==> config.mk <==
export PLATFORM = sky130hd
export DESIGN_NAME = fact_arbiter
export DESIGN_NICKNAME = d
export VERILOG_FILES = /design/src/rtl/fact_arbiter.sv
export SDC_FILE = /design/constraint.sdc
export NUM_CORES = 1
export LEC_CHECK = 0
export CORE_MARGIN = 5
export CORE_UTILIZATION = 39
export DETAILED_ROUTE_END_ITERATION = 8
export PLACE_DENSITY = 0.8
export SLEW_MARGIN = 40
export SYNTH_ARGS = -nofsm -noshare
export SYNTH_HDL_FRONTEND = slang
export SYNTH_SLANG_ARGS = --single-unit
==> constraint.sdc <==
create_clock -name clk -period 2.61 [get_ports clk]
set_clock_uncertainty 0.15 [all_clocks]
set_input_delay 0.522 -clock clk [delete_from_list [all_inputs] [get_ports clk]]
set_output_delay 0.522 -clock clk [all_outputs]
set_load 0.005 [all_outputs]
==> src/rtl/fact_arbiter.sv <==
// fact_arbiter: round-robin arbiter sharing one factorial engine among NREQ
// requesters. Grants in IDLE, pulses eng_go in LAUNCH, waits for eng_done in
// WAIT, then holds the result on a valid/ready handshake in RESP.
// Optional build macro: FACT_ARB_TIMEOUT_EN (aborts WAIT after TIMEOUT cycles
// and reports rsp_err_o=1 with rsp_data_o=0).
module fact_arbiter #(
  parameter int SIZE    = 8,
  parameter int NREQ    = 4,
  parameter int TIMEOUT = 255
) (
  input  logic                 clk,
  input  logic                 rst_n,
  input  logic [NREQ-1:0]      req_i,
  input  logic [NREQ*SIZE-1:0] req_n_i,
  output logic [NREQ-1:0]      gnt_o,
  output logic [NREQ-1:0]      rsp_valid_o,
  input  logic [NREQ-1:0]      rsp_ready_i,
  output logic [SIZE-1:0]      rsp_data_o,
  output logic                 rsp_err_o,
  output logic                 eng_go_o,
  output logic [SIZE-1:0]      eng_n_o,
  input  logic                 eng_done_i,
  input  logic [SIZE-1:0]      eng_result_i,
  output logic                 busy_o
);

  localparam int PW = (NREQ > 1) ? $clog2(NREQ) : 1;

  typedef enum logic [1:0] {
    ST_IDLE   = 2'd0,
    ST_LAUNCH = 2'd1,
    ST_WAIT   = 2'd2,
    ST_RESP   = 2'd3
  } state_e;

  state_e          state_q, state_d;
  logic [PW-1:0]   ptr_q, ptr_d;
  logic [PW-1:0]   win_q, win_d;
  logic [SIZE-1:0] eng_n_q, eng_n_d;
  logic [SIZE-1:0] rsp_data_q, rsp_data_d;
  logic [NREQ-1:0] gnt_d;

  logic            pick_found;
  logic [PW-1:0]   pick_idx;
  logic [SIZE-1:0] opnd [NREQ];

  // Unpack the flat operand bus into one entry per requester.
  for (genvar gi = 0; gi < NREQ; gi++) begin : g_opnd
    assign opnd[gi] = req_n_i[gi*SIZE +: SIZE];
  end

`ifdef FACT_ARB_TIMEOUT_EN
  localparam int CW = $clog2(TIMEOUT + 1);
  logic [CW-1:0] cnt_q, cnt_d;
  logic          rsp_err_q, rsp_err_d;
  logic          tmo_hit;

  // The cycle that would bring the counter to TIMEOUT is the abort cycle.
  assign tmo_hit   = (cnt_q == CW'(TIMEOUT - 1));
  assign rsp_err_o = rsp_err_q;
`else
  assign rsp_err_o = 1'b0;
`endif

  // Rotating search: first set req bit at or above ptr, wrapping to 0.
  always_comb begin
    int idx;
    pick_found = 1'b0;
    pick_idx   = '0;
    idx        = 0;
    for (int k = 0; k < NREQ; k++) begin
      idx = int'(ptr_q) + k;
      if (idx >= NREQ) idx = idx - NREQ;
      if (!pick_found && req_i[PW'(idx)]) begin
        pick_found = 1'b1;
        pick_idx   = PW'(idx);
      end
    end
  end

  // Next-state and datapath updates for the grant/launch/wait/respond cycle.
  always_comb begin
    state_d    = state_q;
    ptr_d      = ptr_q;
    win_d      = win_q;
    eng_n_d    = eng_n_q;
    rsp_data_d = rsp_data_q;
    gnt_d      = '0;
`ifdef FACT_ARB_TIMEOUT_EN
    cnt_d      = cnt_q;
    rsp_err_d  = rsp_err_q;
`endif
    case (state_q)
      ST_IDLE: begin
        if (pick_found) begin
          gnt_d   = NREQ'(1) << pick_idx;
          win_d   = pick_idx;
          eng_n_d = opnd[pick_idx];
          ptr_d   = (pick_idx == PW'(NREQ - 1)) ? '0 : pick_idx + PW'(1);
          state_d = ST_LAUNCH;
        end
      end
      ST_LAUNCH: begin
        state_d = ST_WAIT;
`ifdef FACT_ARB_TIMEOUT_EN
        cnt_d   = '0;
`endif
      end
      ST_WAIT: begin
        if (eng_done_i) begin
          rsp_data_d = eng_result_i;
          state_d    = ST_RESP;
`ifdef FACT_ARB_TIMEOUT_EN
          rsp_err_d  = 1'b0;
`endif
        end
`ifdef FACT_ARB_TIMEOUT_EN
        else if (tmo_hit) begin
          rsp_data_d = '0;
          rsp_err_d  = 1'b1;
          state_d    = ST_RESP;
        end else begin
          cnt_d = cnt_q + CW'(1);
        end
`endif
      end
      ST_RESP: begin
        if (rsp_ready_i[win_q]) state_d = ST_IDLE;
      end
      default: state_d = ST_IDLE;
    endcase
  end

  // State and datapath registers; async reset aborts any operation to IDLE.
  always_ff @(posedge clk or negedge rst_n) begin
    if (!rst_n) begin
      state_q    <= ST_IDLE;
      ptr_q      <= '0;
      win_q      <= '0;
      eng_n_q    <= '0;
      rsp_data_q <= '0;
    end else begin
      state_q    <= state_d;
      ptr_q      <= ptr_d;
      win_q      <= win_d;
      eng_n_q    <= eng_n_d;
      rsp_data_q <= rsp_data_d;
    end
  end

`ifdef FACT_ARB_TIMEOUT_EN
  // WAIT-cycle counter and error flag.
  always_ff @(posedge clk or negedge rst_n) begin
    if (!rst_n) begin
      cnt_q     <= '0;
      rsp_err_q <= 1'b0;
    end else begin
      cnt_q     <= cnt_d;
      rsp_err_q <= rsp_err_d;
    end
  end
`endif

  // gnt is a same-cycle decision; mask it so reset forces it low too.
  assign gnt_o       = gnt_d & {NREQ{rst_n}};
  assign rsp_valid_o = (state_q == ST_RESP) ? (NREQ'(1) << win_q) : '0;
  assign eng_go_o    = (state_q == ST_LAUNCH);
  assign busy_o      = (state_q != ST_IDLE);
  assign eng_n_o     = eng_n_q;
  assign rsp_data_o  = rsp_data_q;

endmodule

Word-level counts from Yosys, hierarchy flattened
Cells that the tools add are included.
{ "totals": {"in_bits": 51, "mem_bits_rw": 0, "out_inout_bits": 27, "regBits": 22, "latch_bits": 0, "n_memories": 0, "mem_bits_ro": 0} }
{ "classes": {"mux": 37, "div_mod_pow": 0, "shifts": 2, "n_reduce_logical": 11, "mul": 0, "bitwise_logic": 2, "addsub": 8, "n_lt_le_gt_ge": 10, "eq_ne": 7} }
{ "op_table": {"columns": ["op", "count"], "rows": [
  ["$mux 2", 12],
  ["$bmux 8 s2", 1],
  ["$lt 2x4->1 const B", 4],
  ["$mux 8", 2],
  ["$mux 1", 13],
  ["$ge 3x3->1 const B", 4],
  ["$mux 4", 3],
  ["$bmux 1 s2", 5],
  ["$pmux 2 s4", 1],
  ["$shl 1x2->4 const A", 2],
  ["$sub 2x1->2 const B", 4],
  ["$add 2x2->3 const B", 2],
  ["$eq 2x2->1 const B", 3],
  ["$ne 2x2->1 const B", 3],
  ["$and 4x4->4", 1],
  ["$reduce_and 2->1", 2],
  ["$add 2x1->3 const B", 1],
  ["$ge 2x3->1 const B", 1],
  ["$logic_and 1x1->1", 3],
  ["$logic_not 1->1", 3],
  ["$lt 2x3->1 const B", 1],
  ["$not 2->3", 1],
  ["$reduce_and 3->1", 1],
  ["$add 2x1->2 const B", 1],
  ["3 further kinds", 3]
]} }

Longest topological paths before layout
Gate-level depths: netlist of the first run.
{ "depth": {"word_depth": 19, "ltp_mapped": 7} }

Worst setup path before layout of the first run
Ideal clock, no wire load.
{ "synth_path": {"path_kind": "in2out", "start": "in req_i[2]", "end": "out gnt_o[3]", "t_required_ns": 1.938, "path_buffers": 1, "setup_slack_ns": 0.280, "path_stages": 6, "t_arrival_ns": 1.658, "cell_sequence": "nor2b_2 > a21boi_1 > o32a_4 > buf_6 > ha_1 > and3_1"} }
{ "synth_via": {"elab_chain_cells": 17, "word_cells_on_any_way": 30} }
{ "synth_lines": {"columns": ["element", "line", "source"], "rows": [
  ["from (decl)", "13", "input logic [NREQ-1:0] req_i,"],
  ["$bmux 1 s2", "74", "if (!pick_found && req_i[PW'(idx)]) begin"],
  ["$mux 1 (not written as such) (2 in series)", "74", null],
  ["$mux 1", "74", null],
  ["$logic_not 1->1", "74", null],
  ["$logic_and 1x1->1", "74", null],
  ["$mux 1", "74", null],
  ["$logic_not 1->1", "74", null],
  ["$logic_and 1x1->1", "74", null],
  ["$mux 1", "74", null],
  ["$logic_not 1->1", "74", null],
  ["$logic_and 1x1->1", "74", null],
  ["$mux 2", "74", null],
  ["$shl 1x2->4", "96", "gnt_d = NREQ'(1) << pick_idx;"],
  ["$mux 4 (*)", "95", "if (pick_found) begin"],
  ["$mux 4 (*)", "93", "case (state_q)"],
  ["$and 4x4->4 (*)", "165", "assign gnt_o = gnt_d & {NREQ{rst_n}};"],
  ["to (decl)", "15", "output logic [NREQ-1:0] gnt_o,"]
]} }
Every way passes the cells marked *; elsewhere a longest branch is shown, timed or not. The select of a mux whose other input is x is not followed.

Worst setup path in the final report of the first run
{ "layout_path": {"start": "in req_i[0]", "end": "out gnt_o[3]"} }
The elaborated chain is that of the path after synthesis.

==> metrics.yaml, run 1 <==
worst_setup_path:
  worst-setup-path-type: "input pin to output port"
  critical-path-max-stage-delay_ns: 0.38
  crit_family: "simple AND/OR/NAND/NOR gates"
  r2r_cells: 8
  cp_max_fo: 4
  crit_arrival_ns: 1.89
  worstPathRequired_ns: 1.94
  start_kind: "input pin"
  endpoint_kind: "output port"
  r2r-start: "ptr_q[0]$_DFFE_PN0P_"
  cp_slowest_cell: "nor4b_4"
  path_buf_inv: 3
  r2r_slack_ns: 0.57
  timing.rr.end: "eng_n_o[5]$_DFFE_PN0P_"
  crit_chain: "dlygate4sd2_1, nor2b_4, nor4b_4, nor2_4, inv_2, ha_4, and3_1, clkbuf_2"
floorplanning:
  die_h_um: 71.06
  fp-row-count: 22
  ios: 78
  die_width_um: 71.06
  initial_core_util_pct: 40.01
  core_mm2: 0.003633
  die_area_mm2: 0.005049
global_route:
  overflow: 0
  antenna_found_initial: 0
  grt_pass1_wl_um: 7182
  grt_pass1_vias: 1561
  track_usage_pct: 17.62
  grt_max_degree: 18
cts:
  clock_latency_ns: 0.27
  cts_tree: "yes"
  clock_path_buffers: 2
  cts-root-buf: "clkbuf_8"
  htreeDepth: 1
  path_clk_slew_ns: 0.08
  clock_sinks: 22
  cts_buffers: 3
synth:
  ys_top_cells_by_count: "22 x dfrtp_1, 19 x nand2_1, 9 x mux2_2"
  syn_nets: 202
  synth_ff_type: "dfrtp_1"
  yosysSeqAreaShare_pct: 37.87
  synth_area_mm2: 0.001454
  postSynthCellCount: 145
  ys_seq_elements: 22
  synth_edf_count: 0
  ys_async_sr_fraction_pct: 100.0
  ys_warn_count: 0
  synth_area_leaders: "dfrtp_1 38%, mux2_2 7.0%, mux2i_1 5.5%"
  yosysTopAreaCell: "dfrtp_1"
  syn_area_per_cell_um2: 10.03
  synth.distinct_cells: 38
  synth_top_area_share_pct: 37.87
  synth_most_common_cell: "dfrtp_1"
detailed_routing:
  via_count: 1457
  drc: 0
  dr.first_iter.drc_count: 142
  drt-pass1-iter-count: 4
  wl_per_cell_um: 15.65
  avgViaCountPerCell: 5.130
  antenna_left: 0
  drt-total-wl_um: 4444
power_and_ir_drop:
  ir_drop_mv: 0.6393
  power_density_mw_per_mm2: 946.1
  p_leak_nw: 1.086
  power_mw: 2.351
status:
  outcome: "complete, no violations"
finish:
  fin_nets: 294
  syn_to_final_growth_pct: 70.91
  fin_cells: 284
  drive_above_1_share_pct: 21.19
  antenna_cells: 0
timing:
  fin_crit_ns: 2.561
  hold_ws_ns: 0.3523
  fin_crit_sh_pct: 98.13
  setup_ws_ns: 0.04892
  hold_violations: 0
  finalSetupViolCount: 0
  drv_slew: 0
  clock.fmax_ghz: 0.3905
placement:
  place_inst: 276
  dp_slack_ns: -0.5622
  dpl.hpwl_um: 3339
  gp_congestion: 0.7899
  port-buffer-count: 76
hold_path:
  hold_path_depth: 2
  min_to: "eng_n_o[4]$_DFFE_PN0P_"
  hp-start: "eng_n_o[4]$_DFFE_PN0P_"
  hold_path_class: "flop to flop"
job:
  maxCapViolCount: 0
## worst max-delay path by stage
stage	startpoint	to	slack (ns)	cells past startpoint
finish	req_i[0]	gnt_o[3]	0.05	8
global route	req_i[0]	gnt_o[3]	-0.03	8
CTS	req_i[2]	gnt_o[3]	-0.04	7
detailed placement	req_i[1]	gnt_o[3]	-0.56	7
global placement	req_i[1]	gnt_o[3]	-0.54	7
floorplan	req_i[2]	gnt_o[3]	0.28	6
## through the flow
stage	TNS [ns]	util [%]	instance area (um2)
4_1_cts	-0.03727	67.80	2464
6_report	0	68.39	2485
2_1_floorplan	0	-	1454
3_5_place_dp	-2.062	64.63	2349
3_3_place_gp	-1.976	64.63	2349
5_1_grt	-0.03243	68.39	2485
## where the power goes
| group | switching, mW | internal, mW | total [mW] |
|---|---|---|---|
| clock | 0.115 | 0.205 | 0.320 |
| combinational | 0.578 | 0.796 | 1.37 |
| sequential | 0.143 | 0.514 | 0.657 |
| total | 0.836 | 1.52 | 2.35 |
## area by class of cell
type	count	area, um2
sequential	22	550.5
clock buffer	3	41.29
fill	293	1149
tap	48	60.06
inverter	6	22.52
timing repair buffer	94	889.6
clock inverter	1	30.03
multi-input combinational	110	890.9
## worst min-delay path, cell delays in order, from the launching register on
cell and delay (ns):
dfrtp_1 0.35, nand2_1 0.05, o211ai_1 0.07
## registers in the layout, summed over array words and instances, names as in the netlist
signal      cells
state_q         2
ptr_q           2
eng_n_o         8
win_q           2
rsp_data_o      8
## routing by layer
metal	vias to the layer above	GRT usage, %	wire length [um]
li1	708	-	-
met1	675	21.88	1829
met2	70	29.15	2105
met3	4	6.250	465
met4	0	4.384	42
met5	-	0	0
## cells by family after synthesis
logic type,Yosys count,synth area share (%)
AO/OA/AOI/OAI,33,16.70
buffers and inverters,13,4.561
flip-flops,22,37.87
adder cells (fa/ha/maj),6,5.163
multiplexers,19,14.80
AND/OR/NAND/NOR,51,20.65
other,1,0.2579
## cell usage in the layout (no fill, tap or decap), types with 2 or more instances in the layout
master and instances:
clkdlybuf4s50_1 68, dfrtp_1 22, nand2_1 19, buf_4 17, mux2_2 9, mux2i_1 8
nand3_1 8, a211o_1 8, o211ai_1 8, o21ai_0 7, inv_1 5, ha_1 5
nor2b_4 4, nor2_1 4, o21ai_1 4, clkbuf_8 3, dlygate4sd2_1 3, clkbuf_2 3
nor2_4 2, nor3b_1 2, nor3_2 2, and3_1 2, clkdlybuf4s15_1 2
## repair_timing
item,CTS,global route
setup endpoints to repair,4,4
buffers inserted,2,2
hold buffers,0,0
pin swaps,3,4
gates resized for setup,19,9
Power figures use the tool's default switching activity.
==> run 2, diff against run 1 <==
--- a/config.mk
+++ b/config.mk
@@ -8,6 +8,7 @@
 export CORE_MARGIN = 5
 export CORE_UTILIZATION = 39
 export DETAILED_ROUTE_END_ITERATION = 8
+export GPL_TIMING_DRIVEN = 0
 export PLACE_DENSITY = 0.8
 export SLEW_MARGIN = 40
 export SYNTH_ARGS = -nofsm -noshare
==> run 2 against run 1 <==
Against the previous run:
- critical path depth stayed put
- flip-flop and latch count unchanged
- register-to-register slack got worse by 0.51 ns
- non-clock buffer count up 3
- core utilization fell by 0.34 points
- sequential share of layout area is 0.11 points higher
- via count hardly changed
- die area stayed put
- fmax decreased by 1.8%
- clock-buffer cell count is the same
- setup slack worse by 0.046 ns
- routed wire length rose by 1.4%
==> metrics.yaml, run 2 (same netlist as run 1, synthesis figures left out) <==
detailed_routing:
  antenna_left: 0  # unchanged
  dr.first_iter.drc_count: 89  # -37%
  wl_per_cell_um: 15.70  # +0.31%
  via_count: 1458  # +0.069%
  drt-pass1-iter-count: 4  # unchanged
  drc: 0  # unchanged
  drt-total-wl_um: 4505  # +1.4%
  avgViaCountPerCell: 5.080  # -0.98%
timing:
  rsz0062_at_grt: "true"
  fin_crit_sh_pct: 99.89  # +1.8 points
  hold_violations: 0  # unchanged
  finalSetupViolCount: 0  # unchanged
  drv_slew: 0  # unchanged
  worst_pin_slew_ns: 0.5575
  fin_crit_ns: 2.607  # +0.04617 ns
  slew_headroom_pct: 62.83
  tns_ns: 0  # unchanged
  clock.fmax_ghz: 0.3835  # -1.8%
cts:
  path_clk_slew_ns: 0.08  # about the same
  clock_sinks: 22  # unchanged
  htreeDepth: 1  # unchanged
  clock_latency_ns: 0.26  # about the same
  cts_tree: "yes"
  clock_path_buffers: 2  # unchanged
  cts-root-buf: "clkbuf_8"
  cts_buffers: 3  # unchanged
finish:
  antenna_cells: 0  # unchanged
  final_cell_mix: "67 x clkdlybuf4s50_1, 22 x dfrtp_1, 19 x nand2_1"
  fin_nets: 297  # +1.0%
  layout_commonest_cell: "clkdlybuf4s50_1"
  drive_above_1_share_pct: 23.85  # +2.7 points
  fin_cells: 287  # +1.1%
  syn_to_final_growth_pct: 70.05
global_route:
  overflow: 0  # unchanged
  grt_pass1_vias: 1508  # -3.4%
  grt_pass1_wl_um: 7458  # +3.8%
  track_usage_pct: 18.29  # +0.67 points
  antenna_found_initial: 0  # unchanged
  grt_max_degree: 26  # +8
worst_setup_path:
  worst-setup-path-type: "input pin to output port"
  crit_arrival_ns: 1.94  # +0.05 ns
  crit_path_start: "req_i[3]"
  r2r-start: "ptr_q[0]$_DFFE_PN0P_"
  cp_max_fo: 5  # +1
  start_kind: "input pin"
  timing.rr.end: "eng_n_o[6]$_DFFE_PN0P_"
  r2r_slack_ns: 0.06  # -0.51 ns
  worstPathRequired_ns: 1.94  # about the same
  r2r_cells: 13  # +5
  endpoint_kind: "output port"
power_and_ir_drop:
  p_leak_nw: 1.074  # -1.1%
  ir_drop_mv: 0.5184  # -19%
  power_density_mw_per_mm2: 961.5  # +1.6%
  power_mw: 2.377  # +1.1%
hold_path:
  hold_path_class: "input pin to async pin"
floorplanning:
  die_width_um: 71.06  # unchanged
  core_mm2: 0.003633  # unchanged
  die_h_um: 71.06  # unchanged
  fp-row-count: 22  # unchanged
  ios: 78  # unchanged
  die_area_mm2: 0.005049  # unchanged
  initial_core_util_pct: 40.01  # unchanged
placement:
  dpl.hpwl_um: 3246  # -2.8%
  place_inst: 269  # -2.5%
  gp_congestion: 0.7465  # -5.5%
  port-buffer-count: 76  # unchanged
job:
  maxCapViolCount: 0  # unchanged
status:
  outcome: "complete, no violations"
run 2: cell type report:
class                      count  area, um2
clock buffer                   3      41.29
clock inverter                 1      30.03
timing repair buffer          91      844.6
buffer                         6      32.53
tap                           48      60.06
multi-input combinational    110      890.9
inverter                       6      22.52
fill                         291       1161
sequential                    22      550.5
run 2: worst max-delay path by stage:
stage	cells past startpoint	to	slack, ns
global route	7	gnt_o[0]	-0.06
global placement	8	gnt_o[3]	-0.88
finish	8	gnt_o[3]	0.003
floorplan	6	gnt_o[3]	0.28
CTS	7	gnt_o[2]	0.005
detailed placement	8	gnt_o[3]	-0.90
run 2: worst max-delay path: stages:
cell	delay, ns
clkdlybuf4s15_1	0.31
nor2_2	0.38
nor4b_4	0.10
nor2_4	0.15
inv_1	0.06
ha_2	0.17
and3_1	0.13
buf_2	0.12
run 2: power breakdown:
group	switching (mW)	internal, mW
clock network	0.117	0.205
registers	0.120	0.514
logic	0.609	0.812
total	0.846	1.53
run 2: layer usage:
layer,track usage [%],share of wire [%],up-vias
met4,5.010,1.2,0
li1,-,-,713
met3,7.244,9.7,7
met2,29.35,47,61
met5,0,0,-
met1,22.83,42,677
run 2: through the flow:
step | hold slack (ns) | area [um2] | setup WS [ns] | utilization, %
2_1_floorplan | 0.07641 | 1454 | 0.2800 | -
3_3_place_gp | 0.3289 | 2275 | -0.8821 | 62.60
3_5_place_dp | 0.3403 | 2270 | -0.9020 | 62.47
4_1_cts | 0.09845 | 2451 | 0.005318 | 67.46
5_1_grt | 0.1141 | 2472 | -0.06197 | 68.04
6_report | 0.08719 | 2472 | 0.002747 | 68.04
run 2: repair_timing:
| item | in CTS | in global routing |
|---|---|---|
| buffers inserted | 15 | 0 |
| gates resized for setup | 25 | 15 |
| pin swaps | 4 | 2 |
| endpoints found under the setup margin | 4 | 11 |
| hold buffers | 0 | 0 |
